===== src/rtl/id_ex_stage_pkg.sv =====
// Shared definitions for the ID/EX pipeline register: ALU opcodes,
// default datapath width and the EX-stage control bundle.
package id_ex_stage_pkg;

    localparam int BIT_SIZE = 32;

    localparam logic [3:0] ALU_NOP = 4'd0;
    localparam logic [3:0] ALU_ADD = 4'd1;
    localparam logic [3:0] ALU_SUB = 4'd2;
    localparam logic [3:0] ALU_AND = 4'd3;
    localparam logic [3:0] ALU_OR  = 4'd4;
    localparam logic [3:0] ALU_XOR = 4'd5;
    localparam logic [3:0] ALU_NOR = 4'd6;
    localparam logic [3:0] ALU_SLT = 4'd7;
    localparam logic [3:0] ALU_SLL = 4'd8;
    localparam logic [3:0] ALU_SRL = 4'd9;
    localparam logic [3:0] ALU_BEQ = 4'd10;
    localparam logic [3:0] ALU_BNE = 4'd11;

    // Control/index half of the EX register; all-zero is the bubble.
    typedef struct packed {
        logic       valid;
        logic       reg_write;
        logic       mem_read;
        logic       alu_src;
        logic [3:0] alu_op;
        logic [4:0] shamt;
        logic [4:0] rs;
        logic [4:0] rt;
        logic [4:0] rd;
    } ex_ctrl_t;

endpackage


===== src/rtl/id_ex_stage_forward_unit.sv =====
// Operand forwarding select for one source register. EX/MEM beats MEM/WB;
// register $0 never forwards. With ID_EX_FORWARD_EN undefined the
// registered operand passes straight through.
module forward_unit #(
    parameter int bit_size = 32
) (
    input  logic [4:0]          src_idx,
    input  logic [bit_size-1:0] reg_data,
    input  logic                exmem_RegWrite,
    input  logic [4:0]          exmem_rd,
    input  logic [bit_size-1:0] exmem_result,
    input  logic                memwb_RegWrite,
    input  logic [4:0]          memwb_rd,
    input  logic [bit_size-1:0] memwb_result,
    output logic [bit_size-1:0] fwd_data
);

`ifdef ID_EX_FORWARD_EN
    // Priority select: youngest producer first.
    always_comb begin
        fwd_data = reg_data;
        if (exmem_RegWrite && (exmem_rd != 5'd0) && (exmem_rd == src_idx))
            fwd_data = exmem_result;
        else if (memwb_RegWrite && (memwb_rd != 5'd0) && (memwb_rd == src_idx))
            fwd_data = memwb_result;
    end
`else
    logic unused_fwd;
    assign unused_fwd = ^{src_idx, exmem_RegWrite, exmem_rd, exmem_result,
                          memwb_RegWrite, memwb_rd, memwb_result};
    assign fwd_data   = reg_data;
`endif

endmodule


===== src/rtl/id_ex_stage.sv =====
// ID/EX pipeline register with operand forwarding and load-use detection.
// Optional feature macro: ID_EX_FORWARD_EN (enables EX/MEM and MEM/WB
// forwarding; otherwise operands come straight from the register file read).
module id_ex_stage
    import id_ex_stage_pkg::*;
#(
    parameter int bit_size = BIT_SIZE
) (
    input  logic                clk,
    input  logic                rst,
    input  logic                stall,
    input  logic                flush,
    input  logic                id_valid,
    input  logic [3:0]          id_ALUOp,
    input  logic [bit_size-1:0] id_rs_data,
    input  logic [bit_size-1:0] id_rt_data,
    input  logic [bit_size-1:0] id_imm,
    input  logic                id_ALUSrc,
    input  logic [4:0]          id_shamt,
    input  logic [4:0]          id_rs,
    input  logic [4:0]          id_rt,
    input  logic [4:0]          id_rd,
    input  logic                id_RegWrite,
    input  logic                id_MemRead,
    input  logic                exmem_RegWrite,
    input  logic [4:0]          exmem_rd,
    input  logic [bit_size-1:0] exmem_result,
    input  logic                memwb_RegWrite,
    input  logic [4:0]          memwb_rd,
    input  logic [bit_size-1:0] memwb_result,
    output logic [3:0]          ALUOp,
    output logic [bit_size-1:0] scr1,
    output logic [bit_size-1:0] scr2,
    output logic [4:0]          shamt,
    output logic                ex_valid,
    output logic                ex_RegWrite,
    output logic                ex_MemRead,
    output logic [4:0]          ex_rd,
    output logic [bit_size-1:0] ex_rt_fwd,
    output logic                load_use_stall
);

    ex_ctrl_t            ctrl_q;
    logic [bit_size-1:0] rs_data_q, rt_data_q, imm_q;

    // EX register: reset/flush insert a bubble, stall holds, else capture.
    // An invalid ID slot is captured with its side effects suppressed.
    always_ff @(posedge clk) begin
        if (rst || flush) begin
            ctrl_q    <= '0;
            rs_data_q <= '0;
            rt_data_q <= '0;
            imm_q     <= '0;
        end else if (!stall) begin
            ctrl_q.valid     <= id_valid;
            ctrl_q.reg_write <= id_RegWrite & id_valid;
            ctrl_q.mem_read  <= id_MemRead & id_valid;
            ctrl_q.alu_src   <= id_ALUSrc;
            ctrl_q.alu_op    <= id_ALUOp;
            ctrl_q.shamt     <= id_shamt;
            ctrl_q.rs        <= id_rs;
            ctrl_q.rt        <= id_rt;
            ctrl_q.rd        <= id_rd;
            rs_data_q        <= id_rs_data;
            rt_data_q        <= id_rt_data;
            imm_q            <= id_imm;
        end
    end

    // Index 0 = rs, index 1 = rt.
    logic [1:0][4:0]          src_idx;
    logic [1:0][bit_size-1:0] reg_data;
    logic [1:0][bit_size-1:0] fwd_data;

    assign src_idx  = {ctrl_q.rt, ctrl_q.rs};
    assign reg_data = {rt_data_q, rs_data_q};

    for (genvar g = 0; g < 2; g++) begin : g_fwd
        forward_unit #(.bit_size(bit_size)) u_fwd (
            .src_idx        (src_idx[g]),
            .reg_data       (reg_data[g]),
            .exmem_RegWrite (exmem_RegWrite),
            .exmem_rd       (exmem_rd),
            .exmem_result   (exmem_result),
            .memwb_RegWrite (memwb_RegWrite),
            .memwb_rd       (memwb_rd),
            .memwb_result   (memwb_result),
            .fwd_data       (fwd_data[g])
        );
    end

    assign scr1      = fwd_data[0];
    assign ex_rt_fwd = fwd_data[1];
    assign scr2      = ctrl_q.alu_src ? imm_q : fwd_data[1];

    assign ALUOp       = ctrl_q.alu_op;
    assign shamt       = ctrl_q.shamt;
    assign ex_rd       = ctrl_q.rd;
    assign ex_valid    = ctrl_q.valid;
    assign ex_RegWrite = ctrl_q.reg_write;
    assign ex_MemRead  = ctrl_q.mem_read;

    // A load in EX whose destination is read by the instruction in ID
    // cannot be forwarded in time; ask the front end to wait one cycle.
    assign load_use_stall = ctrl_q.valid & ctrl_q.mem_read & (ctrl_q.rd != 5'd0) &
                            ((ctrl_q.rd == id_rs) | (ctrl_q.rd == id_rt));

endmodule


===== config.mk =====
export PLATFORM = sky130hd
export DESIGN_NAME = id_ex_stage
export DESIGN_NICKNAME = d
export VERILOG_FILES = /design/src/rtl/id_ex_stage_pkg.sv /design/src/rtl/id_ex_stage_forward_unit.sv /design/src/rtl/id_ex_stage.sv
export SDC_FILE = /design/constraint.sdc
export NUM_CORES = 1
export LEC_CHECK = 0
export ABC_AREA = 1
export BUFFER_PORTS_ARGS = -buffer_cell sky130_fd_sc_hd__buf_2
export CORE_AREA = 2 2 125 127
export CTS_BUF_LIST = sky130_fd_sc_hd__clkbuf_4 sky130_fd_sc_hd__clkbuf_8
export DETAILED_ROUTE_END_ITERATION = 8
export DIE_AREA = 0 0 127 129
export SYNTH_ARGS = -nofsm -noshare
export SYNTH_HDL_FRONTEND = slang
export SYNTH_SLANG_ARGS = --single-unit

===== constraint.sdc =====
create_clock -name clk -period 1.06 [get_ports clk]
set_input_delay 0.106 -clock clk [delete_from_list [all_inputs] [get_ports clk]]
set_output_delay 0.106 -clock clk [all_outputs]
set_load 0.05 [all_outputs]

==> run summary, run 1 <==
The total vias in the final route is 5578. The detailed router's first-iteration violation count came out at 237. Summing all flip-flop and latch instances after layout gives 0.00241 mm2. The iteration count of the initial detailed-routing pass came out at 4. The total inserted antenna cells came out at 0. By instance count, the cell type seen most on the critical path is buf_6. Excluding fillers, the count of instances in the completed layout stands at around 1200.

The final reports fail on negative setup slack. In this run, synthesis inferred 0 flip-flops with an integrated enable. Setup repair after global routing could not meet its margin everywhere.

The maximum frequency from static timing analysis came out at roughly 0.61 GHz. The setup slack on the worst flop-to-flop path came out at 60 ps. The total buffers and inverters traversed by the critical path came out at 4. Dividing the detail-routed wire length by the instance count gives 16.2 um. The number of sinks handled by clock tree synthesis came out at ~110. For this run, the leading register cell type out of synthesis is dfxtp_1. In this run the deepest clock path goes through 2 buffers. In this design, the largest share of critical-path delay is due to buffers and inverters.

The share of total power dissipated in combinational logic is 0.230. The finished cells cover ~0.01 mm2. The wire length of the first global-routing pass came out at ~29000 um. Final hold analysis gives a worst-case slack of 200 ps. In the synthesized netlist the async set-or-reset flop fraction comes to 0. The clock skew after layout is 0 ps. The maximum number of pins on one net before global-route repair is slightly above 70. The horizontal die dimension came out at ~130 um.

The number of synthesized register bits came out at 114. The run finished, with violations left. The number of instances in the synthesized netlist came out at between 600 and 700. The analysis attributes to cell leakage a power of 4.36 nW. The routed via count divided by cell count is ~4.7. The via count of the first global-routing pass is around 5700. The count of endpoints failing hold in the final timing report came out at 0. The worst path required time is around 950 ps.

The share of power burned in the clock network is 0.375. For the pin with the worst max-slew slack, the measured transition is roughly 340 ps. Of the total power, the share spent switching nets is 0.291. The number of buffers created by CTS is 17.

Among all cell types in the netlist, the one instantiated most often is nand2_1. In the final layout, the share of cells above drive strength 1 is 0.532. Once placement finished, the instance area stood at 0.00671 mm2. Counting I/O delays and the setup requirement, the final critical path takes 1630 ps. The count of yosys warnings during synthesis is 0. By count the netlist is led by nand2_1, dfxtp_1, a21oi_2.

The area of the mapped netlist came out at 0.00487 mm2. By area the synthesized netlist is led by dfxtp_1, nand2_1, a21oi_2, a211oi_1, inv_1. Of all nets on the critical path, the largest fanout is 7. The critical path goes through buf_6, buf_12, buf_6, o21ai_4, buf_6. The number of distinct library cell variants in the gate-level netlist after synthesis came out at 19. The critical path is of the reg2out type.

The H-tree generated during clock tree synthesis spans 4 levels. The total number of nets in the final design came out at roughly 1200. Setup violations remaining at the end of the flow were counted as 38. The global routing usage summed across all routing layers is 0.222. The sequential element share of the synthesized area came out at 0.469.

The number of placed instances, taps included, is 1014. The tightest min-delay check is of the in2reg type. The remaining design rule violation count is 0. The initial cell density of the core is 0.325.

In this run the power spent charging and discharging nets is 0.00338 W. The number of inserted filler cells in the final layout is 1058. The period utilization is 1.54. In this run the tool buffered the top-level ports with between 200 and 250 buffer cells. The power consumption came out at ~0.012 W. The count of pins over their slew limit is 0. In this run the power density over the cells is 1170 mW/mm2. During I/O placement, the number of pins put on the boundary was approximately 320. The total global routing overflow came out at 0. The number of nets in the synthesized netlist is 826. The largest single stage delay on the critical path is about 400 ps.

The area of the die is between 0.015 and 0.02 mm2. For this design, the slowest cell found on the critical path is dfxtp_4. At the end of the flow the core is filled with cells to 0.662. The core region is around 0.015 mm2.

Across the run, the number of max-cap violations was 0. The minimum setup slack in the final design came out at -567 ps. The half-perimeter wire length after placement came out at slightly above 10000 um. The top cell type by total area after synthesis is dfxtp_1. The routability congestion estimate is 0.790. The number of antenna violations at the first check in global routing is 0. STA classifies the critical path endpoint as a primary output.

The area added between synthesis and finish is 104%. The peak ir drop on the vdd network is about 0.89 mV. The y dimension of the die came out at about 130 um. The later-pin clock latency in the skew report came out at 420 ps. The clock tree root driver cell is clkbuf_8. The count of nets left with antenna violations once routing finished came out at 0. TritonCTS built the clock tree.

Summed over all layers, the routed wires come to 19300 um. The number of cell rows is 45. The nature of the critical path startpoint is a flop. The mean instance size in the synthesized netlist is between 7 and 8 um2. The cell internal power dissipation came out at slightly above 0.008 W. The post-CTS clock slew at the launch and capture registers of the worst setup and hold paths came out at 80 ps. Summing all multi-input logic gate instances after layout gives 0.00259 mm2. The share of synthesized area in the top cell type comes to 0.469. The power share of the sequential group is 0.395. The data arrival time at the worst-slack endpoint came out at approximately 1500 ps.

The headroom to the max-slew limit is 0.776.
-- metal layers --
layer	vias up	global-route usage	routed length, um
met5	-	0	0
met4	0	0.0976	454
met3	40	0.0890	1540
met2	220	0.387	9900
met1	2601	0.240	7400
li1	2717	-	-
-- cells in the final DEF, fill, tap and decap left out, types with 20 or more instances in the layout --
cell type,n
nand2_1,182
buf_2,126
dlygate4sd3_1,114
buf_8,77
dfxtp_2,73
a21oi_2,61
buf_6,51
inv_1,40
nor2_1,40
a211oi_1,36
o21ai_4,32
dfxtp_1,32
clkbuf_8,20
-- tightest hold or removal path, stage by stage --
cell and delay (ps):
buf_4 130, buf_12 240, a211oi_1 100
-- final timing paths --
path | start | to | cells after the start
worst max-delay path | ctrl_q[24] | scr2[13] | 5
worst min-delay path | stall | rt_data_q[7] | 3
worst max register to register | ctrl_q[24] | ctrl_q[24] | 4
worst min register to register | imm_q[31] | imm_q[31] | 2
-- power groups by stage --
stage                     Clock, W  Sequential [W]  Combinational [W]
after floorplan                  0         0.00494           0.000990
after global placement           0         0.00462            0.00186
after detailed placement         0         0.00462            0.00187
after CTS                  0.00445         0.00458            0.00252
after global routing       0.00465         0.00460            0.00281
final                      0.00435         0.00459            0.00267
-- flip-flops by register name (all words and copies together), names as in the netlist --
signal	cells
ALUOp	4
ctrl_q	1
ex_MemRead	1
ex_RegWrite	1
ex_rd	5
ex_valid	1
imm_q	32
rs_data_q	32
rt_data_q	32
shamt	5
-- timing repair --
| action | in CTS | in global routing |
|---|---|---|
| pin swaps | 0 | 6 |
| buffers inserted | 12 | 18 |
| resized for setup | 363 | 64 |
| hold buffers | 114 | 0 |
| endpoints found under the setup margin | 114 | 113 |
| cloned | 1 | 3 |
| hold endpoints to repair | 114 | 0 |
-- per-stage QoR --
stage               setup TNS (ps)  worst slack [ps]
finish                      -16060              -567
global route                -20920              -663
CTS                         -17910              -581
floorplan                     -358             -70.8
global placement             -2560              -178
detailed placement           -2960              -192
-- cell families after synthesis --
group,share of synthesized area
xor gates and xnor gates,0.00540
AOI/OAI and AO/OA,0.216
and+or+nand+nor,0.199
buffers and inverters,0.111
DFF,0.469
-- cell type report --
type,count,area share
tap,188,0.0237
inverter,44,0.0167
timing repair buffer,409,0.414
clock inverter,9,0.0130
multi-input combinational,405,0.261
clock buffer,22,0.0293
sequential,114,0.243
Power figures use the tool's default switching activity.
==> run 2: changes to the inputs <==
--- a/config.mk
+++ b/config.mk
@@ -7,10 +7,11 @@
 export LEC_CHECK = 0
 export ABC_AREA = 1
 export BUFFER_PORTS_ARGS = -buffer_cell sky130_fd_sc_hd__buf_2
-export CORE_AREA = 2 2 125 127
+export CORE_AREA = 2 2 124 126
 export CTS_BUF_LIST = sky130_fd_sc_hd__clkbuf_4 sky130_fd_sc_hd__clkbuf_8
 export DETAILED_ROUTE_END_ITERATION = 8
-export DIE_AREA = 0 0 127 129
+export DIE_AREA = 0 0 126 128
+export PLACE_DENSITY = 0.65
 export SYNTH_ARGS = -nofsm -noshare
 export SYNTH_HDL_FRONTEND = slang
 export SYNTH_SLANG_ARGS = --single-unit
==> run 2 against run 1 <==
Total power fell by 4.6%. Flip-flop and latch count unchanged. Design area fell by 2.0%. Sequential share of layout area is 0.45 points higher. Sequential power barely moved. Routed wire length decreased by 0.66%. Utilization shrank 0.84 points. The flow still finishes with violations (negative setup slack). Critical path depth is 2 higher. Via count is 0.75% higher. Combinational power barely moved.
==> run summary, run 2 (synthesis gave the netlist of run 1 again) <==
The area added between synthesis and finish is 99.6%. The clock skew after layout is 0 ps (unchanged). The minimum clock period came out at 1590 ps (-36.3 ps). The remaining design rule violation count is 0 (unchanged). The maximum number of pins on one net before global-route repair came to 59 (-18%).

Leaving out fill and tap cells, the most frequent cell in the layout is nand2_1. The summed negative setup slack over all endpoints came out at -16590 ps (-528 ps). The count of pins over their slew limit was 0 (unchanged). The worst path required time came to 950 ps (about the same). The number of inserted filler cells in the final layout was 1076 (+1.7%). The half-perimeter wire length after placement came out at 9690 um (-5.0%). The routed via count divided by cell count was 4.72 (+0.84%). The largest registers in the layout are imm_q x32, rs_data_q x32, rt_data_q x32. The highest fanout seen on the critical path came out at 4 (-3).

The total vias in the final route came out at 5620 (+0.75%). The routability congestion estimate is 0.800 (+1.4%). The via count of the first global-routing pass is 5480 (-3.4%). The number of sinks handled by clock tree synthesis came out at 114 (unchanged). The post-CTS clock slew at the launch and capture registers of the worst setup and hold paths is 70 ps (about the same). The maximum frequency from static timing analysis came out at 0.629 GHz (+2.3%). In the layout the commonest cells are nand2_1, buf_2, dlygate4sd3_1, dfxtp_2.

The number of nets still failing antenna checks after routing is 0 (unchanged). The number of antenna violations at the first check in global routing is 1 (+1). The peak ir drop on the vdd network is 0.854 mV (-3.5%). The minimum setup slack in the final design came out at -531 ps (+36.3 ps).

The period utilization is 1.50 (-0.0343). The placement-stage worst setup slack came out at -180 ps (+12.1 ps). The routed wirelength normalized by instance count came out at 16.1 um (-0.58%). The area of the die came out at 0.0161 mm2 (-1.6%). The y dimension of the die is 128 um (-0.78%).

The initial cell density of the core came out at 0.328 (+0.00246). The iteration count of the initial detailed-routing pass came to 4 (unchanged). The nature of the critical path startpoint is a flop.

The checks that failed: negative setup slack. The worst setup path is of the reg2out kind. The horizontal die dimension came out at 126 um (-0.79%). The number of buffers on the longest clock path came to 2 (unchanged). The detailed router's first-iteration violation count was 231 (-2.5%). The later-pin clock latency in the skew report came out at 410 ps (about the same). The kind of capture point of the worst setup path is a primary output.

The area of the core was 0.0149 mm2 (-0.75%). The top-level I/O count came to 318 (unchanged). The power per cell area is 1140 mW/mm2 (-2.6%). The total wire length after detailed routing is 19200 um (-0.66%).

The headroom to the max-slew limit came out at 0.774 (-0.00153). The number of buffers created by CTS came out at 17 (unchanged). The clock tree from TritonCTS is done.

The ratio of cells with drive above 1 in the final layout is 0.539 (+0.00706). CTS placed an instance of clkbuf_8 at the clock tree root. The total global routing overflow came out at 0 (unchanged). The number of violations of the max-capacitance limit came to 0 (unchanged). The number of cell rows came out at 45 (unchanged).

The tightest min-delay check is of the in2reg type. The total number of nets in the final design is 1193 (-0.17%). The count of endpoints failing hold in the final timing report is 0 (unchanged). The number of endpoints failing setup at the final stage came out at 38 (unchanged). The global routing usage summed across all routing layers came to 0.210 (-0.0122). The utilization after layout came out at 0.654 (-0.00837).

The number of I/O port buffers is 241 (unchanged). The flow ran to the end, but the final reports show violations. Setup repair after global routing could not meet its margin everywhere. The leakage power came to 4.20 nW (-3.6%). The slew at the pin closest to its max-slew limit is 339 ps (+2.30 ps). The H-tree depth reported by CTS is 4 (unchanged). The data arrival time at the worst-slack endpoint was 1480 ps (-40 ps). The wire length of the first global-routing pass is 27200 um (-5.4%).
## run 2: cell type report
class | instances | area, um2 | share of cell area
Inverter | 44 | 170 | 0.0175
Clock inverter | 6 | 55.1 | 0.00567
Sequential cell | 114 | 2400 | 0.247
Timing Repair Buffer | 407 | 3960 | 0.407
Clock buffer | 25 | 313 | 0.0322
Antenna cell | 1 | 2.50 | 0.000258
Tap cell | 188 | 235 | 0.0242
Multi-Input combinational cell | 405 | 2580 | 0.266
## run 2: final timing paths
path	slack, ps	endpoint	from	cells after the start
max reg2reg	50	ctrl_q[24]	ctrl_q[24]	3
min reg2reg	470	imm_q[31]	imm_q[31]	2
max	-530	load_use_stall	ex_rd[1]	7
min	40	rt_data_q[30]	id_rt_data[30]	3
## run 2: metal layers
metal,part of all wire,track usage,up-vias,wire (um)
li1,-,-,2717,-
met3,0.061,0.0614,44,1170
met5,0,0,-,0
met2,0.53,0.380,230,10200
met4,0.026,0.0853,0,489
met1,0.38,0.231,2629,7350
## run 2: where the power goes
part	internal, W	switching (W)	leakage [nW]	total (W)
logic	0.00121	0.00143	3.03	0.00264
clock network	0.00214	0.00171	0.200	0.00385
registers	0.00445	0.000145	0.968	0.00459
## run 2: repair_timing
action,in CTS,in global routing
gates cloned,0,4
gates resized for setup,309,92
setup buffers,4,12
setup endpoints to repair,114,108
hold buffers,116,0
pin swaps,1,11
endpoints found under the hold margin,113,0
## run 2: through the flow
stage | instances | total power (W) | area (um2) | hold WS [ps]
finish | 1190 | 0.0111 | 9720 | 36.5
global route | 1190 | 0.0116 | 9720 | 17.4
CTS | 1173 | 0.0110 | 9210 | 9.02
detailed placement | 1022 | 0.00649 | 6760 | 362
global placement | 1022 | 0.00648 | 6760 | 357
floorplan | 622 | 0.00593 | 5330 | 242
## run 2: worst max-delay path, cell delays in order, from the launching register on
cell and delay, ps:
dfxtp_4 370, inv_4 50, nand2_2 50, nand2_2 70
nor2_4 110, nand3_2 100, a21oi_4 160, buf_6 170
